==> src/rtl/add_stream_if.sv <==
// -----------------------------------------------------------------------------
// add_stream_if
//
// Purpose: bundles the input and output valid/ready streams of add_stream.
//
// Parameters:
//   WIDTH  data width of s_data, s_addend and m_data
//
// Signals:
//   s_valid, s_ready, s_data, s_addend, s_use_addend   input stream (A, B select)
//   m_valid, m_ready, m_data, m_carry                  output stream (sum, carry)
//
// Modports:
//   slave   the add_stream block (consumes s_*, produces m_*)
//   master  the surrounding environment (produces s_*, consumes m_*)
// -----------------------------------------------------------------------------
interface add_stream_if #(
  parameter int WIDTH = 8
);
  logic             s_valid;
  logic             s_ready;
  logic [WIDTH-1:0] s_data;
  logic [WIDTH-1:0] s_addend;
  logic             s_use_addend;

  logic             m_valid;
  logic             m_ready;
  logic [WIDTH-1:0] m_data;
  logic             m_carry;

  modport slave (
    input  s_valid, s_data, s_addend, s_use_addend, m_ready,
    output s_ready, m_valid, m_data, m_carry
  );

  modport master (
    output s_valid, s_data, s_addend, s_use_addend, m_ready,
    input  s_ready, m_valid, m_data, m_carry
  );
endinterface

==> src/rtl/add_stream.sv <==
// -----------------------------------------------------------------------------
// add_stream
//
// Purpose: streaming adder. Every accepted input word A is added to either a
// constant STEP or a per-beat addend B at WIDTH+1 bits; the WIDTH-bit result
// and the carry-out are stored in a 2-entry FIFO that feeds the output stream.
// Sustains one word per clock with a registered s_ready. Also counts completed
// output transfers for debug.
//
// Parameters:
//   WIDTH  data width (1..32)
//   STEP   constant addend used when s_use_addend=0, truncated to WIDTH bits
//   CNT_W  width of xfer_count
//
// Ports:
//   clk         rising-edge clock
//   rst         synchronous, active-high reset
//   bus         add_stream_if.slave: s_valid/s_ready/s_data/s_addend/
//               s_use_addend in, m_valid/m_ready/m_data/m_carry out
//   xfer_count  number of output handshakes since reset (wraps)
//
// Build option:
//   ADD_STREAM_SAT_EN  when defined, a sum that overflows is clamped to all
//                      ones and m_carry flags that the clamp happened.
//                      Otherwise m_data wraps and m_carry is the raw carry.
// -----------------------------------------------------------------------------
module add_stream #(
  parameter int          WIDTH = 8,
  parameter int unsigned STEP  = 1,
  parameter int          CNT_W = 16
) (
  input  logic             clk,
  input  logic             rst,
  add_stream_if.slave      bus,
  output logic [CNT_W-1:0] xfer_count
);

  localparam logic [WIDTH-1:0] STEP_W = WIDTH'(STEP);

  // FIFO storage and bookkeeping
  logic [WIDTH-1:0] data_reg [2];
  logic             carry_reg [2];
  logic             head_reg;
  logic             tail_reg;
  logic [1:0]       count_reg;
  logic [1:0]       count_next;
  logic             s_ready_reg;
  logic             s_ready_next;
  logic [CNT_W-1:0] xfer_count_reg;

  logic             push;
  logic             pop;
  logic             m_valid_int;

  // Arithmetic for the word being accepted this cycle
  logic [WIDTH-1:0] operand_b;
  logic [WIDTH:0]   sum;
  logic [WIDTH-1:0] wr_data;
  logic             wr_carry;

  assign m_valid_int = (count_reg != 2'd0);
  assign push        = bus.s_valid && s_ready_reg;
  assign pop         = m_valid_int && bus.m_ready;

  assign operand_b = bus.s_use_addend ? bus.s_addend : STEP_W;
  assign sum       = {1'b0, bus.s_data} + {1'b0, operand_b};

`ifdef ADD_STREAM_SAT_EN
  // Clamp on overflow; the carry bit doubles as the "clamped" flag.
  assign wr_data  = sum[WIDTH] ? {WIDTH{1'b1}} : sum[WIDTH-1:0];
  assign wr_carry = sum[WIDTH];
`else
  assign wr_data  = sum[WIDTH-1:0];
  assign wr_carry = sum[WIDTH];
`endif

  // Occupancy after this edge; s_ready is registered from it so that a pop
  // at full occupancy only reopens the input one cycle later.
  always_comb begin
    count_next   = count_reg;
    s_ready_next = 1'b0;
    case ({push, pop})
      2'b10:   count_next = count_reg + 2'd1;
      2'b01:   count_next = count_reg - 2'd1;
      default: count_next = count_reg;
    endcase
    s_ready_next = (count_next < 2'd2);
  end

  always_ff @(posedge clk) begin
    if (rst) begin
      for (int i = 0; i < 2; i++) begin
        data_reg[i]  <= '0;
        carry_reg[i] <= 1'b0;
      end
      head_reg       <= 1'b0;
      tail_reg       <= 1'b0;
      count_reg      <= 2'd0;
      s_ready_reg    <= 1'b0;
      xfer_count_reg <= '0;
    end else begin
      if (push) begin
        data_reg[tail_reg]  <= wr_data;
        carry_reg[tail_reg] <= wr_carry;
        tail_reg            <= ~tail_reg;
      end
      if (pop) begin
        head_reg       <= ~head_reg;
        xfer_count_reg <= xfer_count_reg + CNT_W'(1);
      end
      count_reg   <= count_next;
      s_ready_reg <= s_ready_next;
    end
  end

  assign bus.s_ready = s_ready_reg;
  assign bus.m_valid = m_valid_int;
  assign bus.m_data  = data_reg[head_reg];
  assign bus.m_carry = carry_reg[head_reg];
  assign xfer_count  = xfer_count_reg;

endmodule

==> src/flat_wrapper.sv <==
// flat-port wrapper written by rule: the top's interface ports become plain ports
module add_stream_flat 
#(
  parameter int          WIDTH = 8,
  parameter int unsigned STEP  = 1,
  parameter int          CNT_W = 16
)
  (clk, rst, xfer_count, bus_s_valid, bus_s_data, bus_s_addend, bus_s_use_addend, bus_m_ready, bus_s_ready, bus_m_valid, bus_m_data, bus_m_carry);
  add_stream_if #(.WIDTH(WIDTH)) bus_i ();
  input  logic clk;
  input  logic rst;
  output logic [CNT_W-1:0] xfer_count;
  input wire logic [$bits(bus_i.s_valid)-1:0] bus_s_valid;
  input wire logic [$bits(bus_i.s_data)-1:0] bus_s_data;
  input wire logic [$bits(bus_i.s_addend)-1:0] bus_s_addend;
  input wire logic [$bits(bus_i.s_use_addend)-1:0] bus_s_use_addend;
  input wire logic [$bits(bus_i.m_ready)-1:0] bus_m_ready;
  output wire logic [$bits(bus_i.s_ready)-1:0] bus_s_ready;
  output wire logic [$bits(bus_i.m_valid)-1:0] bus_m_valid;
  output wire logic [$bits(bus_i.m_data)-1:0] bus_m_data;
  output wire logic [$bits(bus_i.m_carry)-1:0] bus_m_carry;
  assign bus_i.s_valid = bus_s_valid;
  assign bus_i.s_data = bus_s_data;
  assign bus_i.s_addend = bus_s_addend;
  assign bus_i.s_use_addend = bus_s_use_addend;
  assign bus_i.m_ready = bus_m_ready;
  assign bus_s_ready = bus_i.s_ready;
  assign bus_m_valid = bus_i.m_valid;
  assign bus_m_data = bus_i.m_data;
  assign bus_m_carry = bus_i.m_carry;
  add_stream #(.WIDTH(WIDTH), .STEP(STEP), .CNT_W(CNT_W)) u_core (.clk(clk), .rst(rst), .bus(bus_i), .xfer_count(xfer_count));
endmodule
==> config.mk <==
export PLATFORM = sky130hd
export DESIGN_NAME = add_stream_flat
export DESIGN_NICKNAME = d
export VERILOG_FILES = /design/src/rtl/add_stream_if.sv /design/src/rtl/add_stream.sv /design/src/flat_wrapper.sv
export SDC_FILE = /design/constraint.sdc
export NUM_CORES = 1
export LEC_CHECK = 0
export CORE_ASPECT_RATIO = 0.9
export CORE_MARGIN = 5
export CORE_UTILIZATION = 54
export DETAILED_ROUTE_END_ITERATION = 10
export PLACE_DENSITY = 0.85
export SYNTH_ARGS = -nofsm -noshare
export SYNTH_HDL_FRONTEND = slang
export SYNTH_SLANG_ARGS = --single-unit
export TNS_END_PERCENT = 20
==> constraint.sdc <==
create_clock -name clk -period 5.82 [get_ports clk]
set_input_delay 1.164 -clock clk [delete_from_list [all_inputs] [get_ports clk]]
set_output_delay 1.164 -clock clk [all_outputs]
set_load 0.05 [all_outputs]
==> results_dict.tcl, run 1 <==
set metrics [dict create \
    fp.dieH_microns 69.7 \
    synth_area_leader_cell "edfxtp_1" \
    antenna_found_initial 0 \
    syn_area_sq_um 2140 \
    synth_cells 211 \
    power.share.sequential_pct 42.1 \
    drt-initial-drc-count 110 \
    grt_max_degree 29 \
    gp_congestion 0.817 \
    num_rows 21 \
    vdd_drop_max_mv 0.180 \
    cts-root-buf "clkbuf_8" \
    synthArstFlopShare_pct 0 \
    synth_cell_types 44 \
    end_kind "flip-flop" \
    synth.top_cells.by_area "edfxtp_1 25%, dfxtp_1 21%, ha_1 5.8%" \
    crit_start "bus_s_use_addend" \
    power_leakage_nw 0.990 \
    drive_gt1_share_pct 7.66 \
    via_per_inst 5.74 \
    dpl.hpwl_microns 3310 \
    ios 48 \
    rr_worst_depth 7 \
    initial_core_util_pct 56.5 \
    cts_tree "built" \
    cp-start-kind "input pin" \
    fin_nets 292 \
    first_global_vias 1661 \
    combPwrFrac_pct 37.9 \
    min-delay-start "u_core.xfer_count[15]" \
    finalHoldViolCount 0 \
    synth_most_common_cell "nor2_1" \
    syn_nets 243 \
    critPathSlowestCell "a2111oi_0" \
    synth-seq-cells 40 \
    cts-buffers-inserted 5 \
    clock_path_buffers 2 \
    crit_fanout 8 \
    cp.required_ns 5.86 \
    critPathTopFamily "compound AO/OA/AOI/OAI gates" \
    synth.top_cell.area_share_pct 25.3 \
    fin_skew_ns 0.0118 \
    drc 0 \
    path_depth 7 \
    cpPeakStageDelay_ns 0.78 \
    swShare_pct 36.5 \
    core_area_sq_um 3780 \
    internal_power_mw 0.539 \
    timing.rr.end "u_core.count_reg[1]" \
    portBuffers 47 \
    cp_num_buf_inv 1 \
    period_needed_ns 3.49 \
    crit_end "u_core.data_reg[0][7]" \
    wl_per_cell_microns 14.6 \
    diodes 0 \
    fmax_mhz 287 \
    clkTransAtPathRegs_ns 0.08 \
    rsz0062_at_grt "no" \
    avgSynthCellArea_sq_um 10.1 \
    crit_type "in -> reg" \
    worst_pin_slew_ns 0.877 \
    area_growth_pct 27.7 \
    synth_edf_count 18 \
    powerDensity_nw_per_um2 311 \
    drtPass1Iterations 4 \
    status "finished, final reports clean" \
    drt_wl_total_microns 4480 \
    post_cts_buffers 0 \
    switchingPower_mw 0.310 \
    rr_startpoint "u_core.count_reg[0]" \
    cap_violations 0 \
    cts_max_level 2 \
    ant_nets 0 \
    synth_common_cells "24 x nor2_1, 22 x dfxtp_1, 18 x edfxtp_1" \
    cp_cell_sequence "clkdlybuf4s50_1 > and2_1 > ha_1 > a211o_1 > a2111oi_0 > or4_1 > nand2_1" \
    clk_latency_ns 0.29 \
    power.share.clock_pct 19.9 \
    setup_viol 0 \
    cts.sinks 40 \
    ctsResizeCount 0 \
    holdCritPathClass "reg -> reg" \
    grt-ovfl-total 0 \
    maxSlewViolCount 0 \
    yosysWarnings 0 \
    slew_headroom_pct 40.0 \
    power_mw 0.850 \
    fin_tns_setup_ns 0 \
    r2r_slack_ns 3.91 \
    vias 1763 \
    whs_ns 0.494 \
    grt_use_total_pct 17.6 \
    grt_pass1_wl_microns 7610 \
    cts_hold_buf 0 \
    yosysSeqAreaShare_pct 45.8 \
    synth-main-ff-cell "dfxtp_1" \
    fin_crit_sh_pct 59.9 \
    die_width_microns 76.4 \
    die_area_sq_um 5320 \
    cp.arrival_ns 3.53 \
]
[worst reg2reg max path, cell delays in order (launching register included)]
cell,delay (ns)
dfxtp_1,0.36
o21ai_2,0.33
clkinv_1,0.29
ha_1,0.29
xnor2_1,0.12
nor2_1,0.12
xor2_1,0.20
nor2b_1,0.14
[cell type report]
type | instances | area, sq um
multi-input combinational | 161 | 1120
inverter | 4 | 15.0
tap | 46 | 57.6
clock inverter | 1 | 3.75
timing repair buffer | 48 | 478
clock buffer | 7 | 76.3
fill | 319 | 1050
sequential | 40 | 981
[routing by layer]
metal / track usage, % / vias to the layer above / routed length [microns]
met5: 0 / - / 0
met4: 6.02 / 0 / 81
met3: 5.19 / 9 / 333
met2: 28.1 / 62 / 2130
met1: 22.6 / 819 / 1940
li1: - / 873 / -
[how the worst min path moves through the flow]
stage | to | slack, ns | depth (start not counted)
3_5_place_dp | u_core.xfer_count[15] | 0.48 | 2
5_1_grt | u_core.xfer_count[15] | 0.51 | 2
4_1_cts | u_core.xfer_count[15] | 0.50 | 2
2_1_floorplan | flip-flop | 0.48 | 2
6_report | u_core.xfer_count[15] | 0.49 | 2
3_3_place_gp | u_core.xfer_count[15] | 0.46 | 2
[through the flow]
| stage | cells | utilization [%] | area, sq um | setup WS, ns |
|---|---|---|---|---|
| 2_1_floorplan | 211 | - | 2140 | 2.86 |
| 3_3_place_gp | 299 | 70.1 | 2650 | 2.17 |
| 3_5_place_dp | 299 | 70.1 | 2650 | 2.08 |
| 4_1_cts | 307 | 72.2 | 2730 | 2.38 |
| 5_1_grt | 307 | 72.2 | 2730 | 2.03 |
| 6_report | 307 | 72.2 | 2730 | 2.33 |
[kinds of logic after synthesis]
logic type | Yosys count | share of synthesized area, %
flip-flops | 40 | 45.8
AO/OA/AOI/OAI | 39 | 12.2
XOR/XNOR | 17 | 6.96
buffers and inverters | 10 | 1.81
adder cells (fa/ha/maj) | 11 | 6.78
multiplexers | 9 | 4.74
AND/OR/NAND/NOR | 85 | 21.7
[cells in the final DEF, fill, tap and decap left out, types with 2 or more instances in the layout]
cell / Yosys / final
and2_1: 11 / 11
nand2_1: 9 / 9
clkdlybuf4s50_1: 0 / 47
o211ai_1: 3 / 3
or3_1: 4 / 4
xor2_1: 7 / 7
nor3_1: 4 / 4
a21o_1: 4 / 4
nor3b_1: 3 / 3
nor2_1: 24 / 24
nand2b_1: 3 / 3
o21ai_0: 6 / 6
nand3_1: 4 / 4
nor2b_1: 3 / 3
or4_1: 6 / 6
xnor2_1: 10 / 10
mux2_2: 9 / 9
edfxtp_1: 18 / 18
a21oi_1: 9 / 9
clkbuf_1: 5 / 2
dfxtp_1: 22 / 22
nand4_1: 5 / 5
o31ai_1: 4 / 4
clkinv_1: 1 / 2
o21bai_1: 2 / 2
inv_1: 3 / 3
clkbuf_8: 0 / 5
a211oi_1: 4 / 4
ha_1: 10 / 10
or2_2: 2 / 2
[power groups by stage]
| stage | clock [mW] | sequential, mW | combinational [mW] |
|---|---|---|---|
| 3_5_place_dp | 0 | 0.363 | 0.321 |
| 6_report | 0.169 | 0.358 | 0.322 |
| 4_1_cts | 0.173 | 0.358 | 0.325 |
| 3_3_place_gp | 0 | 0.362 | 0.318 |
| 5_1_grt | 0.187 | 0.363 | 0.344 |
| 2_1_floorplan | 0 | 0.373 | 0.213 |
No activity file was read; power rests on OpenSTA's default activity.
==> run 2, diff against run 1 <==
--- a/config.mk
+++ b/config.mk
@@ -7,9 +7,9 @@
 export LEC_CHECK = 0
 export CORE_ASPECT_RATIO = 0.9
 export CORE_MARGIN = 5
-export CORE_UTILIZATION = 54
+export CORE_UTILIZATION = 45
 export DETAILED_ROUTE_END_ITERATION = 10
-export PLACE_DENSITY = 0.85
+export PLACE_DENSITY = 0.75
 export SYNTH_ARGS = -nofsm -noshare
 export SYNTH_HDL_FRONTEND = slang
 export SYNTH_SLANG_ARGS = --single-unit
==> constraint.sdc (replaced) <==
create_clock -name clk -period 3 [get_ports clk]
set_input_delay 0.6 -clock clk [delete_from_list [all_inputs] [get_ports clk]]
set_output_delay 0.6 -clock clk [all_outputs]
set_load 0.05 [all_outputs]
==> run 2 against run 1 <==
Clock power increased by 120%; final cell count up 6.5%; cell area increased by 2.3%; power increased by 98%; first-iteration DRC count decreased by 41%; critical endpoint is now u_core.data_reg[1][6].
==> results_dict.tcl, run 2 (synthesized netlist as in run 1, its figures left out) <==
set metrics [dict create \
    holdCritPathClass "reg -> reg" \
    cts_max_level 2 \
    critPathSlowestCell "clkdlybuf4s50_1" \
    num-fill-cells 392 \
    worstHoldPathCells 2 \
    via_per_inst 5.14 \
    vias 1682 \
    power_leakage_nw 1.02 \
    grt_use_total_pct 15.3 \
    fin_crit_sh_pct 87.5 \
    final_common_cell "clkdlybuf4s50_1" \
    drt_wl_total_microns 4350 \
    crit_type "in -> reg" \
    area_growth_pct 30.6 \
    clk_latency_ns 0.29 \
    cap_violations 0 \
    cts_tree "built" \
    layout_common_cells "47 x clkdlybuf4s50_1, 24 x nor2_1, 22 x dfxtp_1" \
    initial_core_util_pct 47.4 \
    grt_pass1_wl_microns 7330 \
    antenna_found_initial 0 \
    end_kind "flip-flop" \
    drc 0 \
    fin_tns_setup_ns 0 \
    dpl.hpwl_microns 3370 \
    rsz0062_at_grt "no" \
    cp.arrival_ns 2.65 \
    critPathTopFamily "compound AO/OA/AOI/OAI gates" \
    wl_per_cell_microns 13.3 \
    finalHoldViolCount 0 \
    met2_usage_pct 24.4 \
    dp.cells 319 \
    rr_worst_depth 6 \
    utilization_pct 61.8 \
    slew_headroom_pct 65.2 \
    cp_cell_sequence "clkdlybuf4s50_1 > nand2b_1 > ha_1 > fa_1 > a211oi_1 > o21bai_1 > a211oi_1 > nor3b_1" \
    die_area_sq_um 6240 \
    drive_gt1_share_pct 10.2 \
    gp_congestion 0.797 \
    grt_busiest_layer "met2" \
    cp.required_ns 3.03 \
    cts-buffers-inserted 5 \
    vdd_drop_max_mv 0.280 \
    placedInstanceArea_sq_um 2700 \
    cpPeakStageDelay_ns 0.52 \
    drt-initial-drc-count 65 \
    worst_pin_slew_ns 0.521 \
    grt_util_met1_pct 20.6 \
    clkTransAtPathRegs_ns 0.08 \
    min-delay-start "u_core.xfer_count[15]" \
    cts_hold_buf 0 \
    period_needed_ns 2.63 \
    diodes 0 \
    cp_num_buf_inv 1 \
    met3_usage_pct 3.31 \
    powerDensity_nw_per_um2 603 \
    portBuffers 47 \
    ant_nets 0 \
    grt-ovfl-total 0 \
    r2r_slack_ns 1.08 \
    rr_startpoint "u_core.count_reg[0]" \
    fin_nets 296 \
    status "finished, final reports clean" \
    setup_viol 0 \
    core_area_sq_um 4520 \
    ios 48 \
    cts-root-buf "clkbuf_8" \
    clock_path_buffers 2 \
    cp-start-kind "input pin" \
    post_cts_buffers 0 \
    maxSlewViolCount 0 \
    first_global_vias 1584 \
    drtPass1Iterations 4 \
    fin_skew_ns 0.00191 \
    cts.sinks 40 \
    fp.dieH_microns 75.4 \
    holdPathEnd "u_core.xfer_count[15]" \
    crit_fanout 4 \
    path_common_cell "a211oi_1" \
    ctsResizeCount 0 \
    fmax_mhz 381 \
    die_width_microns 82.7 \
    finalNonFillerCells 327 \
    grt_max_degree 19 \
    timing.rr.end "u_core.count_reg[1]" \
    final_area_sq_um 2790 \
    num_rows 23 \
]
[run 2: changes by cell type in the layout (fill, tap and decap cells not counted)]
cell,previous run,this run
buf_4,1,5
clkbuf_1,2,0
clkbuf_8,5,6
clkinv_1,2,1
clkinv_2,0,2
[run 2: worst max-delay path by stage]
| stage | start | to | cells after the start |
|---|---|---|---|
| after CTS | bus_s_use_addend | u_core.data_reg[1][6] | 8 |
| after detailed placement | bus_s_use_addend | u_core.data_reg[1][6] | 8 |
| after global placement | bus_s_use_addend | u_core.data_reg[1][6] | 8 |
| after floorplan | bus_s_addend[1] | u_core.data_reg[0][7] | 6 |
| after global routing | bus_s_use_addend | u_core.data_reg[1][6] | 8 |
| final | bus_s_use_addend | u_core.data_reg[1][6] | 8 |
[run 2: layer usage]
metal	routed length, microns	vias to the layer above
met5	0	-
met4	64	0
met3	298	5
met2	1930	40
met1	2060	758
li1	-	879
[run 2: area by class of cell]
class	count	area, sq um	area share [%]
timing repair buffer	52	508	18.2
clock inverter	2	10.0	0.358
inverter	4	15.0	0.537
sequential	40	981	35.1
multi-input combinational	161	1120	40.1
tap	62	77.6	2.78
clock buffer	6	82.6	2.96
[run 2: worst min-delay path, stage by stage, from the launching register on]
cell	delay, ns
dfxtp_1	0.32
o31ai_1	0.06
a21oi_1	0.05
[run 2: power by group]
group	switching, mW	internal (mW)
Clock	0.181	0.183
Sequential	0.0555	0.638
Combinational	0.375	0.253
Total	0.611	1.07
[run 2: through the flow]
stage               setup WS [ns]  total power, mW  hold slack (ns)
finish                      0.375             1.69            0.482
detailed placement         0.0603             1.34            0.474
global route                0.162             1.78            0.519
floorplan                   0.604             1.14            0.481
CTS                         0.370             1.70            0.485
global placement            0.123             1.33            0.457
